--- config.mk ---
export PLATFORM = sky130hd
export DESIGN_NAME = rf_write_arbiter
export DESIGN_NICKNAME = d
export VERILOG_FILES = /design/src/rtl/rf_write_arbiter.sv
export SDC_FILE = /design/constraint.sdc
export NUM_CORES = 1
export LEC_CHECK = 0
export BUFFER_PORTS_ARGS = -buffer_cell sky130_fd_sc_hd__buf_2
export CORE_ASPECT_RATIO = 2
export CORE_MARGIN = 2
export CORE_UTILIZATION = 45
export CTS_BUF_LIST = sky130_fd_sc_hd__clkbuf_16
export DETAILED_ROUTE_END_ITERATION = 8
export GPL_TIMING_DRIVEN = 0
export PLACE_DENSITY = 0.79
export SETUP_SLACK_MARGIN = 0.02
export SYNTH_ARGS = -nofsm -noshare
export SYNTH_HDL_FRONTEND = slang
export SYNTH_SLANG_ARGS = --single-unit
--- constraint.sdc ---
create_clock -name clk -period 4.9 [get_ports clk]
set_clock_uncertainty 0.2 [all_clocks]
set_input_delay 0.98 -clock clk [delete_from_list [all_inputs] [get_ports clk]]
set_output_delay 0.98 -clock clk [all_outputs]
set_load 0.01 [all_outputs]
--- src/rtl/rf_write_arbiter.sv ---
// ---------------------------------------------------------------------------
// rf_write_arbiter
//
// Shares the single RV32IM register-file write port between the in-order
// pipeline writeback stage (WB) and the multi-cycle mul/div unit (MD).
//
// WB is never back-pressured and always wins the port when it targets a
// non-zero register. MD results wait in a small FIFO. The FIFO head is
// written in any cycle WB leaves the port free.
//
// Supporting features:
//   - Write-after-write kill: a WB write to rd=r marks every queued entry
//     with rd=r dead, so the older MD value can never overwrite the newer
//     WB value.
//   - Dead heads: killed entries and rd=0 entries are popped without
//     using the port.
//   - Starvation guard: a saturating counter of cycles in which a live
//     head lost to WB. Once it reaches STARVE_LIMIT, stall_req asks the
//     pipeline to insert a writeback bubble.
//   - Pending-destination mask: the hazard unit uses it to interlock on
//     registers that still have an MD result in flight.
//
// Parameters:
//   DEPTH        : FIFO entries (power of two, >= 2)
//   STARVE_LIMIT : lost-arbitration cycles before stall_req asserts (>= 1)
//
// Ports:
//   clk          : clock, all state on the rising edge
//   rst          : asynchronous, active-low reset
//   wb_valid     : pipeline writeback request
//   wb_rd        : pipeline destination register
//   wb_data      : pipeline result
//   md_valid     : mul/div result valid
//   md_rd        : mul/div destination register
//   md_data      : mul/div result
//   md_ready     : FIFO can accept (= !full, from occupancy only)
//   reg_write    : register-file write address (registered)
//   write_data   : register-file write data (registered)
//   writeenable  : register-file write strobe (registered)
//   pending_mask : bit r set while a live queued entry targets xr
//   stall_req    : request for a writeback bubble
// ---------------------------------------------------------------------------
module rf_write_arbiter #(
    parameter int DEPTH        = 2,
    parameter int STARVE_LIMIT = 4
) (
    input  logic        clk,
    input  logic        rst,
    input  logic        wb_valid,
    input  logic [4:0]  wb_rd,
    input  logic [31:0] wb_data,
    input  logic        md_valid,
    input  logic [4:0]  md_rd,
    input  logic [31:0] md_data,
    output logic        md_ready,
    output logic [4:0]  reg_write,
    output logic [31:0] write_data,
    output logic        writeenable,
    output logic [31:0] pending_mask,
    output logic        stall_req
);

    localparam int PW = $clog2(DEPTH);
    localparam int CW = $clog2(DEPTH + 1);
    localparam int SW = $clog2(STARVE_LIMIT + 1);

    localparam logic [CW-1:0] FULL_COUNT = CW'(DEPTH);
    localparam logic [SW-1:0] STARVE_MAX = SW'(STARVE_LIMIT);

    // ------------------------------------------------------------------
    // FIFO storage and control state
    // ------------------------------------------------------------------
    logic [4:0]       rd_mem   [DEPTH];
    logic [31:0]      data_mem [DEPTH];
    logic [DEPTH-1:0] live_q;
    logic [DEPTH-1:0] live_next;
    logic [PW-1:0]    wr_ptr;
    logic [PW-1:0]    rd_ptr;
    logic [CW-1:0]    count;
    logic [SW-1:0]    starve_cnt;

    // ------------------------------------------------------------------
    // Arbitration decode
    // ------------------------------------------------------------------
    logic full;
    logic empty;
    logic head_live;
    logic head_dead;
    logic wb_grant;
    logic md_grant;
    logic push;
    logic pop;

    // A live bit is cleared when its slot is popped, so a set bit always
    // belongs to a stored entry and the head needs no separate valid check.
    assign full      = (count == FULL_COUNT);
    assign empty     = (count == '0);
    assign head_live = live_q[rd_ptr];
    assign head_dead = !empty && !head_live;

    // A WB write to x0 is architecturally a no-op, so it does not claim
    // the port and the head may go through in the same cycle.
    assign wb_grant  = wb_valid && (wb_rd != 5'd0);
    assign md_grant  = !wb_grant && head_live;

    // Dead heads drain even while WB owns the port.
    assign pop       = md_grant || head_dead;

    // Readiness looks only at occupancy: a full FIFO refuses an entry even
    // in a cycle where it also dequeues.
    assign md_ready  = !full;
    assign push      = md_valid && md_ready;

    assign stall_req = (starve_cnt == STARVE_MAX);

    // ------------------------------------------------------------------
    // Next live bits: kill, then pop, then enqueue.
    // The enqueue slot is free whenever push is set, so it never overlaps
    // the popped slot. Because it is written last, the incoming entry is
    // not affected by a same-cycle kill.
    // ------------------------------------------------------------------
    always_comb begin
        // NOTE: default every always_comb output first so that no path
        // leaves it unassigned and infers a latch.
        live_next = live_q;
        if (wb_grant) begin
            for (int i = 0; i < DEPTH; i++) begin
                if (rd_mem[i] == wb_rd) begin
                    live_next[i] = 1'b0;
                end
            end
        end
        if (pop) begin
            live_next[rd_ptr] = 1'b0;
        end
        if (push) begin
            live_next[wr_ptr] = (md_rd != 5'd0);
        end
    end

    // ------------------------------------------------------------------
    // Pending-destination mask, built from stored state only.
    // ------------------------------------------------------------------
    always_comb begin
        pending_mask = '0;
        for (int i = 0; i < DEPTH; i++) begin
            if (live_q[i]) begin
                pending_mask[rd_mem[i]] = 1'b1;
            end
        end
    end

    // ------------------------------------------------------------------
    // FIFO payload. Entries are only observed through live_q, which is
    // reset, so the payload arrays need no reset.
    // ------------------------------------------------------------------
    // NOTE: storage arrays are left out of reset on purpose; validity is
    // tracked by the reset live bits and the payload becomes plain RAM.
    always_ff @(posedge clk) begin
        if (push) begin
            rd_mem[wr_ptr]   <= md_rd;
            data_mem[wr_ptr] <= md_data;
        end
    end

    // ------------------------------------------------------------------
    // FIFO control state
    // ------------------------------------------------------------------
    // NOTE: sequential state uses non-blocking assignments so every
    // register samples the pre-edge values of the others.
    always_ff @(posedge clk or negedge rst) begin
        if (!rst) begin
            live_q <= '0;
            wr_ptr <= '0;
            rd_ptr <= '0;
            count  <= '0;
        end else begin
            live_q <= live_next;
            // Power-of-two depth: pointers wrap by natural overflow.
            if (push) begin
                wr_ptr <= wr_ptr + PW'(1);
            end
            if (pop) begin
                rd_ptr <= rd_ptr + PW'(1);
            end
            case ({push, pop})
                2'b10:   count <= count + CW'(1);
                2'b01:   count <= count - CW'(1);
                default: count <= count;
            endcase
        end
    end

    // ------------------------------------------------------------------
    // Starvation counter: counts cycles in which a live head lost the
    // port to WB. It saturates at STARVE_LIMIT and clears whenever the
    // head leaves, either written or popped dead.
    // ------------------------------------------------------------------
    always_ff @(posedge clk or negedge rst) begin
        if (!rst) begin
            starve_cnt <= '0;
        end else if (pop) begin
            starve_cnt <= '0;
        end else if (wb_grant && head_live && (starve_cnt != STARVE_MAX)) begin
            starve_cnt <= starve_cnt + SW'(1);
        end
    end

    // ------------------------------------------------------------------
    // Registered write port. Address and data hold their last granted
    // values while writeenable is low.
    // ------------------------------------------------------------------
    always_ff @(posedge clk or negedge rst) begin
        if (!rst) begin
            writeenable <= 1'b0;
            reg_write   <= '0;
            write_data  <= '0;
        end else if (wb_grant) begin
            writeenable <= 1'b1;
            reg_write   <= wb_rd;
            write_data  <= wb_data;
        end else if (md_grant) begin
            writeenable <= 1'b1;
            reg_write   <= rd_mem[rd_ptr];
            write_data  <= data_mem[rd_ptr];
        end else begin
            writeenable <= 1'b0;
        end
    end

endmodule
After elaboration in Yosys (flattened, before gate mapping)
Memories as Yosys holds them, arrays and structs flattened.
Index checks and enable logic that the tools add are counted.
- multiply operators: 0
- eq/ne operators: 7
- add/sub/neg operators: 5
- bitwise logic cells: 3
- reduce and logical (&&, ||, !) cells: 21
- magnitude comparators: 8
- shift operators: 0
- div/mod/pow operators: 0
- muxes and demuxes: 29
- operators by type and width (operator ; count):
    32-bit two-way mux ; 4
    32-bit bitwise OR ; 1
    5-bit by 6-bit < comparator with 1-bit output (second input constant) ; 2
    1-bit two-way mux ; 12
    1-bit demux with 5-bit select ; 2
    5-bit equality test ; 2
    5-bit by 1-bit >= comparator with 1-bit output (second input constant) ; 2
    1-bit logical AND ; 10
    5-bit two-way mux ; 2
    5-bit nonzero test ; 2
    2-bit two-way mux ; 3
    3-bit two-way mux ; 2
    2-bit nonzero test ; 3
    2-bit equality test (second input constant) ; 2
    1-bit logical NOT ; 4
    1-bit by 2-bit < comparator with 1-bit output (second input constant) ; 2
    2-bit case mux with 2 select lines ; 1
    3-bit by 1-bit adder with 3-bit output (second input constant) ; 1
    3-bit equality test (second input constant) ; 1
    3-bit != test (second input constant) ; 1
    1-bit adder (second input constant) ; 2
    2-bit by 1-bit adder with 2-bit output (second input constant) ; 1
    2-bit AND ; 1
    2-bit bitwise mux ; 1
    other kinds (7) ; 9
- bits in latches: 0
- ROM bits: 0
- logic and storage cells: 83
- bits in registers: 47
- memory bits (writable): 74
- output and inout port bits: 72
- memories kept: 2
- input bits: 78
- memory list (memory ; depth ; width ; rd ports ; clocked after Yosys merged registers in ; wr ports ; line ; text):
    data_mem ; 2 ; 32 ; 1 ; 0 ; 1 ; 74 ; logic [31:0] data_mem [DEPTH];
    rd_mem ; 2 ; 5 ; 3 ; 0 ; 1 ; 73 ; logic [4:0] rd_mem [DEPTH];

Depth between registers and ports, before layout
Gate-level depths: netlist (run 1).
- depth after elaboration: 9
- mapped depth: 8
- gate-level depth less buffers: 7

Worst setup path after synthesis (run 1)
OpenSTA, ideal clock, no wires.
- path kind: in2reg
- start point: input md_valid
- end point: memory data_mem[0][0], enable pin
- stages on the path: 2
- required time: 4.267 ns
- arrival: 2.679 ns
- setup slack: 1.588 ns
- buffers on the path: 0
- path through: nand2_1 -> nor2_1
- longest elaborated chain between the ends: 3
- RTL lines (element ; line ; text):
    start, declared ; 52 ; input logic md_valid,
    1-bit logical AND ; 112 ; assign push = md_valid && md_ready;
    1-bit two-way mux ; 160 ; if (push) begin
    1-bit two-way mux (not written as such) ; 162 ; data_mem[wr_ptr] <= md_data;
    end, declared ; 74 ;
Every way passes these cells.

Worst setup path after layout (run 1)
- start point: register live_q[0]
- end point: output pending_mask[22]
- longest elaborated chain between the ends: 3
- RTL lines (element ; line ; text):
    start, declared ; 75 ; logic [DEPTH-1:0] live_q;
    start signal, assigned ; 178 ; live_q <= live_next;
    32-bit two-way mux * ; 147 ; if (live_q[i]) begin
    32-bit bitwise OR (no source line) ; -- ;
    32-bit two-way mux * ; 147 ;
    end, declared ; 59 ; output logic [31:0] pending_mask,
Every way passes the cells marked *; elsewhere a longest branch is shown, timed or not.

==> results of run 1 <==
## final cells by class
class                      count  area (sq um)  area share
buffer                        37           168      0.0229
sequential                   121          3400       0.465
clock buffer                  17           425      0.0582
clock inverter                15           151      0.0207
antenna                        1          2.50    0.000342
timing repair buffer         147           751       0.103
multi-input combinational    331          2220       0.303
inverter                       4          15.0     0.00205
tap                          150           188      0.0257
## per-layer routing
layer,routed length [um],track usage,vias to the layer above,share of wire
met5,13,0,-,0.00080
met4,496,0.101,2,0.031
met3,707,0.0470,43,0.044
met2,9410,0.453,175,0.58
met1,5620,0.232,2262,0.35
li1,-,-,2152,-
## final timing paths
path                                 from                to  slack (ns)  cells after the start
min in group asynchronous             rst    write_data[13]        0.63                      1
worst min register to register   count[1]          count[1]        0.32                      1
max in group asynchronous             rst      reg_write[4]        3.12                      1
worst min-delay path             count[1]          count[1]        0.32                      1
worst max register to register  live_q[1]          count[1]        2.58                      7
worst max-delay path            live_q[0]  pending_mask[22]        1.44                      5
## where the power goes
group | leakage, nW | internal [mW] | switching, mW
Sequential | 1.25 | 1.40 | 0.159
Combinational | 1.55 | 0.661 | 0.928
Clock | 0.272 | 0.746 | 0.451
## state kept, by name (all words and copies together), names as in the netlist
signal,count
wr_ptr,1
writeenable,1
live_q,2
write_data,32
rd_ptr,1
rd_mem,10
starve_cnt,3
reg_write,5
data_mem,64
count,2
## stage by stage
stage               instance area, sq um  setup WS (ns)  power [mW]  hold WS [ns]
detailed placement                  6740           1.89        3.17         0.305
CTS                                 7310           1.46        4.38         0.316
global placement                    6710          0.244        3.08         0.280
finish                              7310           1.44        4.35         0.317
global route                        7310           1.31        4.59         0.348
floorplan                           5790           1.59        2.61         0.265
## cell usage in the layout, fill, tap and decap left out, types with 4 or more instances in the layout
cell type,synthesis,routed
clkbuf_16,0,17
nand2_1,77,77
xnor2_1,8,8
xor2_1,7,7
clkbuf_1,21,21
buf_2,11,157
nor2_1,8,7
nand3b_1,11,11
mux2i_1,37,37
clkinv_4,0,4
mux2_2,37,37
dfrtp_1,47,47
or3b_2,6,6
o22ai_1,32,32
o21ai_0,72,72
edfxtp_1,74,74
nand3_1,6,6
## cells by family (layout without fill, tap and decap cells)
family	after synthesis	in the layout	share of synthesized area
and+or+nand+nor	121	121	0.0983
AOI/OAI and AO/OA	118	118	0.118
DFF	121	121	0.587
other	0	1	0
xor gates and xnor gates	15	15	0.0227
buffers and inverters	41	220	0.0316
muxes	74	74	0.136
adders and majority gates	3	3	0.00648
==> impl_metrics.ini, run 1 <==
[grt]
grt_use_total = 0.232
antenna_found_initial = 1
grt_pass1_wl_um = 24300
grt_pass1_vias = 4649
grt-ovfl-total = 0
grt_max_degree = 48

[yosys]
ys.flop_type = edfxtp_1
yosysMostFrequentCell = nand2_1
async_reset_ff_frac = 0.388
synthTopCellsByCount = nand2_1, edfxtp_1, o21ai_0
synth.area.top_cells = edfxtp_1, dfrtp_1, mux2_2
syn-instance-count = 493
avgSynthCellArea_sq_um = 11.7
synth_top_cell_by_area = edfxtp_1
synth_area_sq_um = 5790
synth_nets = 574
synth_edf_count = 74
yosysWarnings = 0
ys_seq_elements = 121
yosysSeqAreaShare = 0.587
yosys.area.top_type_share = 0.384
synth_cell_types = 38

[routing]
drt-pass1-iter-count = 5
dr_total_vias = 4634
wl_per_cell_um = 19.7
final_antenna_net_count = 0
finalWirelength_um = 16200
via_per_inst = 5.63
first_iter_violations = 274
route.detailed.drc = 0

[pwr]
max-vdd-ir-drop_uv = 351
power_leakage_nw = 3.07
power_density_nw_per_um2 = 595

[sta]
tightest_slew_ns = 1.22
clock.fmax_mhz = 289
final.min_clock_period_ns = 3.46
finalSetupTns_ns = 0
slew_violations = 0
relSlewSlack = 0.184
min_period_over_period = 0.706
rsz0062_at_grt = false
hold_viol = 0
setup_violations = 0

[floorplan]
die_h_um = 164
boundaryPins = 150
die_w_um = 84.2
initial_core_util = 0.461
dieArea_sq_um = 13800
design.core.area_sq_um = 12600
rows = 58

[cells_and_area]
area_growth_pct = 26.3
nFillCells = 1055
final_util = 0.583
nets = 740
drive_gt1_frac = 0.353
finalNonFillerCells = 823

[worst_setup_path]
cp-end-kind = primary output
crit_path_start_kind = register
critPathMaxFanout = 10
cpMostUsedCell = buf_2
path_class = reg -> out
worstPathArrival_ns = 2.28
cpMaxStageDelayCell = clkbuf_1
cp_top_family = buffers and inverters
cpPeakStageDelay_ns = 0.49
cp_cell_sequence = buf_2, clkbuf_1, nand3b_1, o22ai_1, buf_2
crit_required_ns = 3.72
cp_num_buf_inv = 3

[cts]
clk_latency_ns = 0.41
cts_resized = 0
cts_buffers = 17
ctsHoldBuffers = 0
cts_buffer_depth = 2
cts_root_buffer = clkbuf_16
path_clk_slew_ns = 0.05
htreeDepth = 4
cts_tree = built
cts_setup_buffers = 0
cts_sinks = 121

[outcome]
status = finished, final reports clean

[placed_design]
hpwl_um = 11600
place_inst = 790
gp_congestion = 0.892
portBuffers = 146

[worst_hold_path]
min_path_type = reg -> reg

[job]
max-cap-violations = 0
Power figures use the tool's default switching activity.
==> inputs of run 2 (changes only) <==
- PLACE_DENSITY: 0.79 -> 0.81
- clock period: 4.9 -> 3.1 ns (I/O delays scaled with it)
==> run 2 against run 1 <==
  * Core utilization is 0.50 points higher
  * Worst hold slack worse by 0.12 ns
  * Register-to-register slack worse by 1.8 ns
  * Die area stayed put
  * Flip-flop and latch count stayed put
  * Sequential share of layout area is 0.39 points lower
  * Critical path depth stayed put
  * Critical endpoint is now pending_mask[16]
  * Non-clock buffer count is 1 lower
  * Wire length is 3.1% higher
  * Worst setup slack worse by 1.3 ns
  * Final cell count is 0.12% higher
  * First-iteration DRC count is 10% higher
==> impl_metrics.ini, run 2 (synthesis gave the netlist of run 1 again) <==
[cts]
cts_sinks = 121
cts_tree = built
cts_root_buffer = clkbuf_16
htreeDepth = 4
cts_setup_buffers = 0
clk_latency_ns = 0.41
path_clk_slew_ns = 0.05
cts_buffers = 17
cts_buffer_depth = 2
ctsHoldBuffers = 0

[pwr]
max-vdd-ir-drop_uv = 591
power_density_nw_per_um2 = 965
power_leakage_nw = 3.11
total_power_mw = 7.12

[cells_and_area]
final_common_cell = buf_2
area_growth_pct = 27.4
nFillCells = 1031
nets = 739
final_cell_mix = buf_2, nand2_1, edfxtp_1
largest_register_ffs = 64
final_util = 0.588
final_area_sq_um = 7380
regMostFlops = data_mem
drive_gt1_frac = 0.352
reg.largest.list = data_mem: 64 flops, write_data: 32 flops, rd_mem: 10 flops

[worst_setup_path]
worstPathArrival_ns = 2.13
cp-end-kind = primary output
critPathMaxFanout = 17
path_class = reg -> out
crit_required_ns = 2.28
crit_path_start_kind = register

[placed_design]
pre_cts_ws_ns = 0.420
gp_congestion = 0.842
dpl_cell_area_sq_um = 6740
portBuffers = 146
hpwl_um = 11700

[grt]
grt_pass1_vias = 5003
grt-ovfl-total = 0
grtUsageMet2 = 0.452
grt_max_degree = 48
grt-busiest-layer = met2
use_met1 = 0.238
grt_use_total = 0.240
antenna_found_initial = 0
grt_pass1_wl_um = 25200
met3_usage = 0.0485

[routing]
route.detailed.drc = 0
final_antenna_net_count = 0
via_per_inst = 5.79
dr_total_vias = 4774
finalWirelength_um = 16800
first_iter_violations = 302
wl_per_cell_um = 20.3
drt-pass1-iter-count = 5

[floorplan]
die_w_um = 84.2
initial_core_util = 0.461
design.core.area_sq_um = 12600
die_h_um = 164
rows = 58
dieArea_sq_um = 13800
boundaryPins = 150

[sta]
relSlewSlack = 0.201
setup_violations = 0
slew_violations = 0
rsz0062_at_grt = false
finalSetupTns_ns = 0
final.min_clock_period_ns = 2.95
setup_slack_ns = 0.154
clock.fmax_mhz = 339
min_period_over_period = 0.950
tightest_slew_ns = 1.20
hold_viol = 0

[outcome]
status = finished, final reports clean

[worst_hold_path]
min_path_type = in -> reg

[job]
max-cap-violations = 0
==> run 2: routing by layer <==
metal,vias up,wire length [um]
li1,2148,-
met3,48,968
met4,0,603
met2,233,9460
met1,2345,5730
met5,-,0
==> run 2: cell type report <==
cell class / instances / area (sq um) / share of cell area
diodes: 3 / 7.51 / 0.00102
plain buffers: 36 / 169 / 0.0229
clock buffers: 17 / 425 / 0.0577
clock inverters: 15 / 208 / 0.0282
inverters: 4 / 15.0 / 0.00204
multi-input cells: 331 / 2220 / 0.300
flip-flops and latches: 121 / 3400 / 0.461
well taps: 150 / 188 / 0.0254
repair buffers: 147 / 751 / 0.102
==> run 2: worst paths after layout <==
kind                        startpoint          endpoint  slack, ns  cells past startpoint
setup / recovery             live_q[0]  pending_mask[16]       0.15                      5
hold / removal             md_data[19]   data_mem[0][19]       0.19                      1
setup reg to reg             live_q[0]          count[1]       0.79                      8
hold reg to reg               count[1]          count[1]       0.31                      1
max in group asynchronous          rst    write_data[10]       1.71                      1
min in group asynchronous          rst    write_data[17]       0.26                      1
==> run 2: critical path, stage by stage, from the launching register on <==
cell	delay, ns
dfrtp_1	0.32
clkbuf_4	0.26
or3b_2	0.46
clkbuf_1	0.23
o22ai_1	0.27
buf_2	0.17
==> run 2: what timing repair did <==
item | 4_1_cts | 5_1_grt
setup endpoints to repair | 13 | 4
endpoints found under the hold margin | 0 | 0
resized for setup | 0 | 2
==> run 2: metrics by stage <==
stage | std cells | hold WS, ns
after detailed placement | 790 | 0.300
after CTS | 821 | 0.186
after floorplan | 493 | 0.124
after global routing | 821 | 0.189
final | 824 | 0.194
after global placement | 789 | 0.278
==> run 2: where the power goes <==
part | switching [mW] | internal (mW)
combinational | 1.49 | 1.05
sequential | 0.260 | 2.22
clock | 0.688 | 1.41
total | 2.44 | 4.68
